<file path="config.mk">
export PLATFORM = sky130hd
export DESIGN_NAME = serial_demux_n
export DESIGN_NICKNAME = d
export VERILOG_FILES = /design/src/rtl/serial_demux_n.sv
export SDC_FILE = /design/constraint.sdc
export NUM_CORES = 1
export LEC_CHECK = 0
export CORE_MARGIN = 8
export CORE_UTILIZATION = 45
export DETAILED_ROUTE_END_ITERATION = 6
export PLACE_DENSITY = 0.71
export SLEW_MARGIN = 20
export SYNTH_ARGS = -nofsm -noshare
export SYNTH_HDL_FRONTEND = slang
export SYNTH_SLANG_ARGS = --single-unit
</file>
<file path="constraint.sdc">
create_clock -name clk -period 2 [get_ports clk]
set_clock_uncertainty 0.1 [all_clocks]
set_input_delay 0.5 -clock clk [delete_from_list [all_inputs] [get_ports clk]]
set_output_delay 0.5 -clock clk [all_outputs]
set_load 0.02 [all_outputs]
</file>
<file path="src/rtl/serial_demux_n.sv">
// serial_demux_n: armed one-shot serial frame receiver that routes
// data bits to one of NUM_PORTS lines, with length field and parity.
//
// Ports:
//   clk, rst     clock, synchronous active-high reset
//   ClkPB        push-button level; rising edge arms one frame
//   SerIn        serial input, MSB first
//   Clk_EN       one-cycle pulse on ClkPB rising edge
//   port_num     latched destination port
//   pDcnt        data bits remaining in current frame
//   p            demuxed data, p[port_num] = SerIn in data cycles
//   serOutvalid  high during data-bit cycles
//   Done         one-cycle end-of-frame pulse
//   par_err      parity / port-range error, sticky until next arm
module serial_demux_n #(
  parameter int NUM_PORTS = 4,
  parameter int LEN_W     = 4,
  parameter int PARITY_EN = 1,
  localparam int PORT_W   = $clog2(NUM_PORTS)
) (
  input  logic                 clk,
  input  logic                 rst,
  input  logic                 ClkPB,
  input  logic                 SerIn,
  output logic                 Clk_EN,
  output logic [PORT_W-1:0]    port_num,
  output logic [LEN_W-1:0]     pDcnt,
  output logic [NUM_PORTS-1:0] p,
  output logic                 serOutvalid,
  output logic                 Done,
  output logic                 par_err
);

  localparam int CW = $clog2(PORT_W + LEN_W + 1);
  localparam logic [CW-1:0] PORT_LAST = CW'(PORT_W - 1);
  localparam logic [CW-1:0] LEN_LAST = CW'(LEN_W - 1);
  localparam logic [PORT_W:0] NP = (PORT_W + 1)'(NUM_PORTS);

  typedef enum logic [2:0] {
    IDLE,
    WAIT_START,
    PORT,
    LEN,
    DATA,
    PAR,
    DONE
  } state_t;

  state_t            state;
  logic              clk_pb_q;
  logic [CW-1:0]     cnt;
  logic              acc;
  logic              range_err;
  logic [LEN_W-1:0]  len_next;
  logic [PORT_W-1:0] port_next;

  // Non power-of-two port counts leave unreachable port codes.
  assign range_err = {1'b0, port_num} >= NP;
  assign len_next  = (pDcnt << 1) | LEN_W'(SerIn);
  assign port_next = (port_num << 1) | PORT_W'(SerIn);

  always_ff @(posedge clk) begin
    if (rst) begin
      state    <= IDLE;
      clk_pb_q <= 1'b0;
      Clk_EN   <= 1'b0;
      cnt      <= '0;
      acc      <= 1'b0;
      port_num <= '0;
      pDcnt    <= '0;
      Done     <= 1'b0;
      par_err  <= 1'b0;
    end else begin
      clk_pb_q <= ClkPB;
      Clk_EN   <= ClkPB & ~clk_pb_q;
      Done     <= 1'b0;
      unique case (state)
        IDLE: begin
          if (Clk_EN) begin
            state   <= WAIT_START;
            par_err <= 1'b0;
            acc     <= 1'b0;
          end
        end
        WAIT_START: begin
          if (!SerIn) begin
            state <= PORT;
            cnt   <= '0;
          end
        end
        PORT: begin
          port_num <= port_next;
          if (cnt == PORT_LAST) begin
            cnt   <= '0;
            state <= LEN;
          end else begin
            cnt <= cnt + 1'b1;
          end
        end
        LEN: begin
          pDcnt <= len_next;
          if (cnt == LEN_LAST) begin
            cnt <= '0;
            if (len_next != '0) begin
              state <= DATA;
            end else if (PARITY_EN != 0) begin
              state <= PAR;
            end else begin
              state   <= DONE;
              Done    <= 1'b1;
              par_err <= par_err | range_err;
            end
          end else begin
            cnt <= cnt + 1'b1;
          end
        end
        DATA: begin
          pDcnt <= pDcnt - 1'b1;
          acc   <= acc ^ SerIn;
          if (pDcnt == LEN_W'(1)) begin
            if (PARITY_EN != 0) begin
              state <= PAR;
            end else begin
              state   <= DONE;
              Done    <= 1'b1;
              par_err <= par_err | range_err;
            end
          end
        end
        PAR: begin
          state   <= DONE;
          Done    <= 1'b1;
          par_err <= par_err | range_err | (acc ^ SerIn);
        end
        DONE: begin
          state <= IDLE;
        end
        default: begin
          state <= IDLE;
        end
      endcase
    end
  end

  always_comb begin
    serOutvalid = (state == DATA);
    p = '0;
    for (int i = 0; i < NUM_PORTS; i++) begin
      if (serOutvalid && !range_err && port_num == PORT_W'(i)) begin
        p[i] = SerIn;
      end
    end
  end

endmodule
</file>
==> results.ini, run 1 <==
[grt]
grt_pass1_vias = 826
antenna_found_initial = 0
gr-usage-all-layers_pct = 12.3
overflow = 0
grt_pass1_wl_um = 3600
grt_max_degree = 17

[run]
maxCapViolations = 0

[layout]
n_antenna_cell = 0
multi_input_comb_area_sq_um = 567
final_cell_mix = 16 x dfxtp_1, 15 x a21oi_1, 12 x nor2_1
final_common_cell = dfxtp_1
fill_cells = 169
drive_gt1_share_pct = 21.7
final_cells = 170
area_delta_synth_final_pct = 32.3
post-route-util_pct = 63.6
fin_nets = 154
register_area_sq_um = 342

[cts]
cts_sinks = 17
cts_made_buffers = 3
insertion_delay_ns = 0.29
clockBufferDepth = 2
htreeDepth = 1
cts-root-buf = clkbuf_4
cts_tree = built
cts.reportedPaths.clkPinSlew_ns = 0.10
cts_hold_buf = 0

[synthesis]
synth-simple-area-share_pct = 22.9
synth_nets = 127
ys_seq_elements = 17
synth_xor_area_share_pct = 0.920
synth_top_area_share_pct = 35.7
synth_cells = 117
ys_seq_area_share_pct = 35.7
synth_compound_area_share_pct = 23.4
synthMuxAreaShare_pct = 1.05
synthAdderAreaFrac_pct = 7.88
ys_top_cells_by_area = dfxtp_1 36%, a21oi_1 7.9%, ha_1 7.9%, nor2_1 5.5%, nor2b_1 4.6%
avgSynthCellArea_sq_um = 8.14
syn_area_sq_um = 952
synth_top_area_cell = dfxtp_1
post_synth_num_cell_types = 36
yosysWarnings = 0
synth_top_family_by_area = compound AO/OA/AOI/OAI gates

[critical_path]
cp_data_required_time_ns = 1.40
crit_type = reg -> out
crit_path_end_kind = output pin
critPathLaunchType = flop
path_max_fanout = 4
cp.arrival_ns = 1.46

[placed_design]
hpwl_um = 1670
numPortBuffers = 17
numPlacedInstances = 165
place_ws_ns = -0.649
gp_congestion = 0.781

[floorplanning]
rows = 16
die_w_um = 62
die-area_sq_mm = 0.00384
initial_core_util_pct = 48.0
coreArea_sq_mm = 0.00198
ioPinCount = 18
die_y_um = 62

[hold_path]
hold_path_class = reg -> reg

[timing]
worst_slew_pin_slew_ns = 0.360
maxSlewViolCount = 0
hold_violations = 0
relSlewSlack_pct = 75.9
min_period_ns = 2.06
finalSetupViolCount = 4
rsz0062_at_grt = yes
fmax_mhz = 486
finalHoldWorstSlack_ns = 0.288
layout_setup_ws_ns = -0.0560
finalCritPeriodShare_pct = 103

[run_status]
outcome = finished with violations
violations = setup timing

[routing]
wl_met3_um = 134
drt_pre_antenna_iters = 4
wl_per_cell_um = 13.1
top_layer_used = met4
wl_um = 2230
postRouteAntennaNets = 0
first_iter_violations = 16
viasPerCell = 5.32
drc_errors = 0
wl_met2_um = 1060
drt-met1-wl_um = 1000
vias = 905

[power_and_ir_drop]
finalPower_mw = 0.689
ir_worst_vdd_v = 0.000474
cellLeakagePower_nw = 0.526
power_density_mw_per_mm2 = 547

[critical path: stages, from the launching register on]
cell and delay (ns):
dfxtp_1 0.33, or3b_4 0.43, inv_4 0.08, nand3_4 0.09
nor2_4 0.12, buf_6 0.12
[cell usage after synthesis]
cell type and instances:
a2111oi_1 1, nor2_1 14, a21oi_1 15, o31ai_1 1
a21oi_4 1, a32o_1 1, buf_2 1, xor2_1 1
buf_6 2, ha_1 6, dfxtp_1 17, nor4b_1 1
inv_2 1, clkinv_2 1, clkbuf_1 3, mux2i_1 1
o31ai_2 1, nor4_1 3, o22ai_1 1, nand2_1 8
o21ai_1 1, a2bb2oi_1 1, and2_1 1, o21ai_0 3
a31oi_1 1, a32oi_1 2, nand3_1 3, a211oi_2 2
inv_1 8, a211oi_1 1, nor3_1 3, or3b_1 1
or2_2 1, nand2b_1 1, nor2b_1 7, and3_1 1
[where the power goes]
group / leakage [nW] / switching (mW) / internal (mW)
combinational: 0.373 / 0.0860 / 0.0615
clock: 0.0150 / 0.107 / 0.0776
sequential: 0.138 / 0.00768 / 0.349
total: 0.526 / 0.200 / 0.488
[layer usage]
metal	up-vias	global-route usage (%)
met3	4	2.47
met5	-	0
met4	0	5.84
li1	462	-
met1	420	15.1
met2	19	20.1
[layout make-up]
type,count,area share (%)
clock buffer,4,2.09
sequential,17,27.1
tap,27,2.68
inverter,10,3.18
multi-input combinational,84,45.0
timing repair buffer,28,20.0
[per-stage QoR]
stage | setup TNS, ns | instance area, sq um
2_1_floorplan | -0.311 | 957
3_3_place_gp | -3.09 | 1200
3_5_place_dp | -3.22 | 1200
4_1_cts | -0.122 | 1220
5_1_grt | -0.467 | 1260
6_report | -0.176 | 1260
[what timing repair did]
item	in CTS	in global routing
pin swaps	0	3
gates resized for setup	29	11
setup endpoints to repair	6	9
setup buffers	1	0
[cell families after synthesis]
logic type,Yosys count
flip-flops,17
XOR/XNOR,1
AND/OR/NAND/NOR,44
buffers and inverters,16
adder cells (fa/ha/maj),6
multiplexers,1
AO/OA/AOI/OAI,32
[final timing paths]
check | from | cells after the start | end | slack (ns)
setup / recovery | state[1]$_SDFFE_PP0P_ | 5 | p[1] | -0.06
hold reg to reg | clk_pb_q$_SDFF_PP0_ | 1 | Clk_EN$_SDFF_PP0_ | 0.29
setup reg to reg | cnt[0]$_SDFFE_PP0P_ | 6 | state[1]$_SDFFE_PP0P_ | 0.15
hold / removal | clk_pb_q$_SDFF_PP0_ | 1 | Clk_EN$_SDFF_PP0_ | 0.29
[sequential cells by signal, indices dropped and copies added (netlist names)]
name	flops
acc	1
pDcnt	4
Done	1
clk_pb_q	1
port_num	2
cnt	3
Clk_EN	1
state	3
par_err	1
Power figures use the tool's default switching activity.
==> run 2: changes to the inputs <==
- DONT_BUFFER_PORTS: default -> 1
- PLACE_DENSITY: 0.71 -> default
==> run 2 against run 1 <==
The flow still finishes with violations (setup timing). Register-to-register slack is essentially flat. Core utilization down 7.8 points. Via count decreased by 8.3%. First-iteration DRC count increased by 75%. Worst setup slack better by 0.0074 ns. Non-clock buffer count is 18 lower. Combinational power shrank 19%. Power is 1.6% lower. Fmax is 0.36% higher. Cell count fell by 11%. Sequential power about the same. Critical path type unchanged. Largest cell class unchanged. Highest routed layer unchanged.
==> results.ini, run 2 (same netlist as run 1, synthesis figures left out) <==
[floorplanning]
die_y_um = 62  ; unchanged
die-area_sq_mm = 0.00384  ; unchanged
die_w_um = 62  ; unchanged
rows = 16  ; unchanged
coreArea_sq_mm = 0.00198  ; unchanged
ioPinCount = 18  ; unchanged
initial_core_util_pct = 48.0  ; unchanged

[placed_design]
hpwl_um = 1550  ; -7.1%
numPortBuffers = 0  ; -17
place_ws_ns = 0.160  ; +0.809 ns
gp_congestion = 0.758  ; -2.9%
place_area_sq_mm = 0.00103  ; -14%

[cts]
insertion_delay_ns = 0.30  ; about the same
cts_hold_buf = 0  ; unchanged
postCtsSetupBuffers = 0  ; -1
cts_made_buffers = 3  ; unchanged
cts_sinks = 17  ; unchanged
cts.reportedPaths.clkPinSlew_ns = 0.12  ; +0.02 ns
clockBufferDepth = 2  ; unchanged
cts_tree = built
htreeDepth = 1  ; unchanged
cts-root-buf = clkbuf_4

[timing]
finalHoldWorstSlack_ns = 0.147  ; -0.140 ns
finalSetupViolCount = 3  ; -1
finalSetupTns_ns = -0.132  ; +0.0440 ns
hold_violations = 0  ; unchanged
min_period_ns = 2.05  ; -0.00739 ns
rsz0062_at_grt = yes
relSlewSlack_pct = 68.8  ; -7.1 points
maxSlewViolCount = 0  ; unchanged
finalCritPeriodShare_pct = 102  ; -0.37 points
layout_setup_ws_ns = -0.0487  ; +0.00739 ns
fmax_mhz = 488  ; +0.36%
worst_slew_pin_slew_ns = 0.467  ; +0.107 ns

[critical_path]
critPathLaunchType = flop
cp_data_required_time_ns = 1.40  ; about the same
crit_type = reg -> out
crit_path_end_kind = output pin
path_max_fanout = 4  ; unchanged
cp.arrival_ns = 1.45  ; about the same

[run_status]
violations = setup timing
outcome = finished with violations

[power_and_ir_drop]
ir_worst_vdd_v = 0.000387  ; -18%
power_density_mw_per_mm2 = 613  ; +12%
finalPower_mw = 0.678  ; -1.6%
cellLeakagePower_nw = 0.392  ; -25%

[layout]
area_delta_synth_final_pct = 16.2
fin_nets = 136  ; -12%
top_register = pDcnt
final_cell_mix = 16 x dfxtp_1, 15 x a21oi_1, 12 x nor2_1
drive_gt1_share_pct = 21.6  ; -0.078 points
final_design_area_no_fill_sq_mm = 0.00111  ; -12%
n_antenna_cell = 0  ; unchanged
final_common_cell = dfxtp_1
fill_cells = 185  ; +9.5%
top_regs = pDcnt (4), cnt (3), state (3)
largest_reg_flops = 4  ; unchanged

[routing]
wl_per_cell_um = 14.4  ; +9.9%
drt_pre_antenna_iters = 4  ; unchanged
drc_errors = 0  ; unchanged
wl_um = 2190  ; -1.8%
postRouteAntennaNets = 0  ; unchanged
first_iter_violations = 28  ; +12
vias = 830  ; -8.3%
viasPerCell = 5.46  ; +2.6%

[hold_path]
hold_path_class = in -> reg

[run]
maxCapViolations = 0  ; unchanged

[grt]
grt_pass1_vias = 752  ; -9.0%
grt_max_degree = 17  ; unchanged
gr-usage-all-layers_pct = 12.2  ; -0.095 points
grt_pass1_wl_um = 3520  ; -2.3%
overflow = 0  ; unchanged
antenna_found_initial = 0  ; unchanged

==> run 2: cell count changes in the layout (fill, tap and decap cells not counted), sizes merged <==
cell,delta
buf,-6
clkbuf,-1
clkdlybuf4s50,-7
clkinv,+1
clkinvlp,+1
dlygate4sd2,-2
dlymetal6s2s,-3
inv,-1
==> run 2: metal layers <==
metal | part of all wire [%] | global-route usage (%) | vias to the layer above
li1 | - | - | 425
met1 | 46 | 14.3 | 385
met2 | 46 | 19.9 | 16
met3 | 6.3 | 4.12 | 4
met4 | 1.2 | 4.87 | 0
met5 | 0 | 0 | -
==> run 2: repair_timing <==
action	CTS	global route
setup endpoints to repair	4	5
pin swaps	1	1
cloned	0	0
resized for setup	5	4
==> run 2: worst max-delay path, cell delays in order, from the launching register on <==
cell and delay [ns]:
dfxtp_1 0.33, or3b_4 0.44, nor4_1 0.19, buf_4 0.19
==> run 2: path summary, 6_finish.rpt <==
kind	from	endpoint	slack [ns]	depth (start not counted)
worst max-delay path	state[0]$_SDFFE_PP0P_	p[0]	-0.05	3
worst min-delay path	rst	acc$_SDFFE_PP0P_	0.15	1
worst max register to register	cnt[0]$_SDFFE_PP0P_	state[1]$_SDFFE_PP0P_	0.16	6
worst min register to register	clk_pb_q$_SDFF_PP0_	Clk_EN$_SDFF_PP0_	0.29	1
==> run 2: area by class of cell <==
class                           instances  area, sq um  share of cell area [%]
Inverter                               10         38.8                    3.51
Multi-Input combinational cell         84          587                    53.1
Sequential cell                        17          342                    30.9
Timing Repair Buffer                   10         75.1                    6.79
Tap cell                               27         33.8                    3.05
Clock inverter                          1         7.51                   0.679
Clock buffer                            3         22.5                    2.04
==> run 2: per-stage QoR <==
stage / util (%) / std cells
6_report: 55.8 / 152
5_1_grt: 55.8 / 152
4_1_cts: 54.6 / 152
3_5_place_dp: 51.8 / 148
3_3_place_gp: 51.8 / 148
2_1_floorplan: - / 117
==> run 2: power breakdown <==
part / total, mW / switching, mW / internal, mW
Sequential: 0.360 / 0.0106 / 0.350
Combinational: 0.119 / 0.0741 / 0.0451
Clock: 0.198 / 0.122 / 0.0761
==> run 3: changes to the inputs <==
- CTS_CLUSTER_DIAMETER: default -> 30
- HOLD_SLACK_MARGIN: default -> 0.05
==> results of run 3 <==
Same layout as run 2: the final DEF is identical, and so are final timing and power.
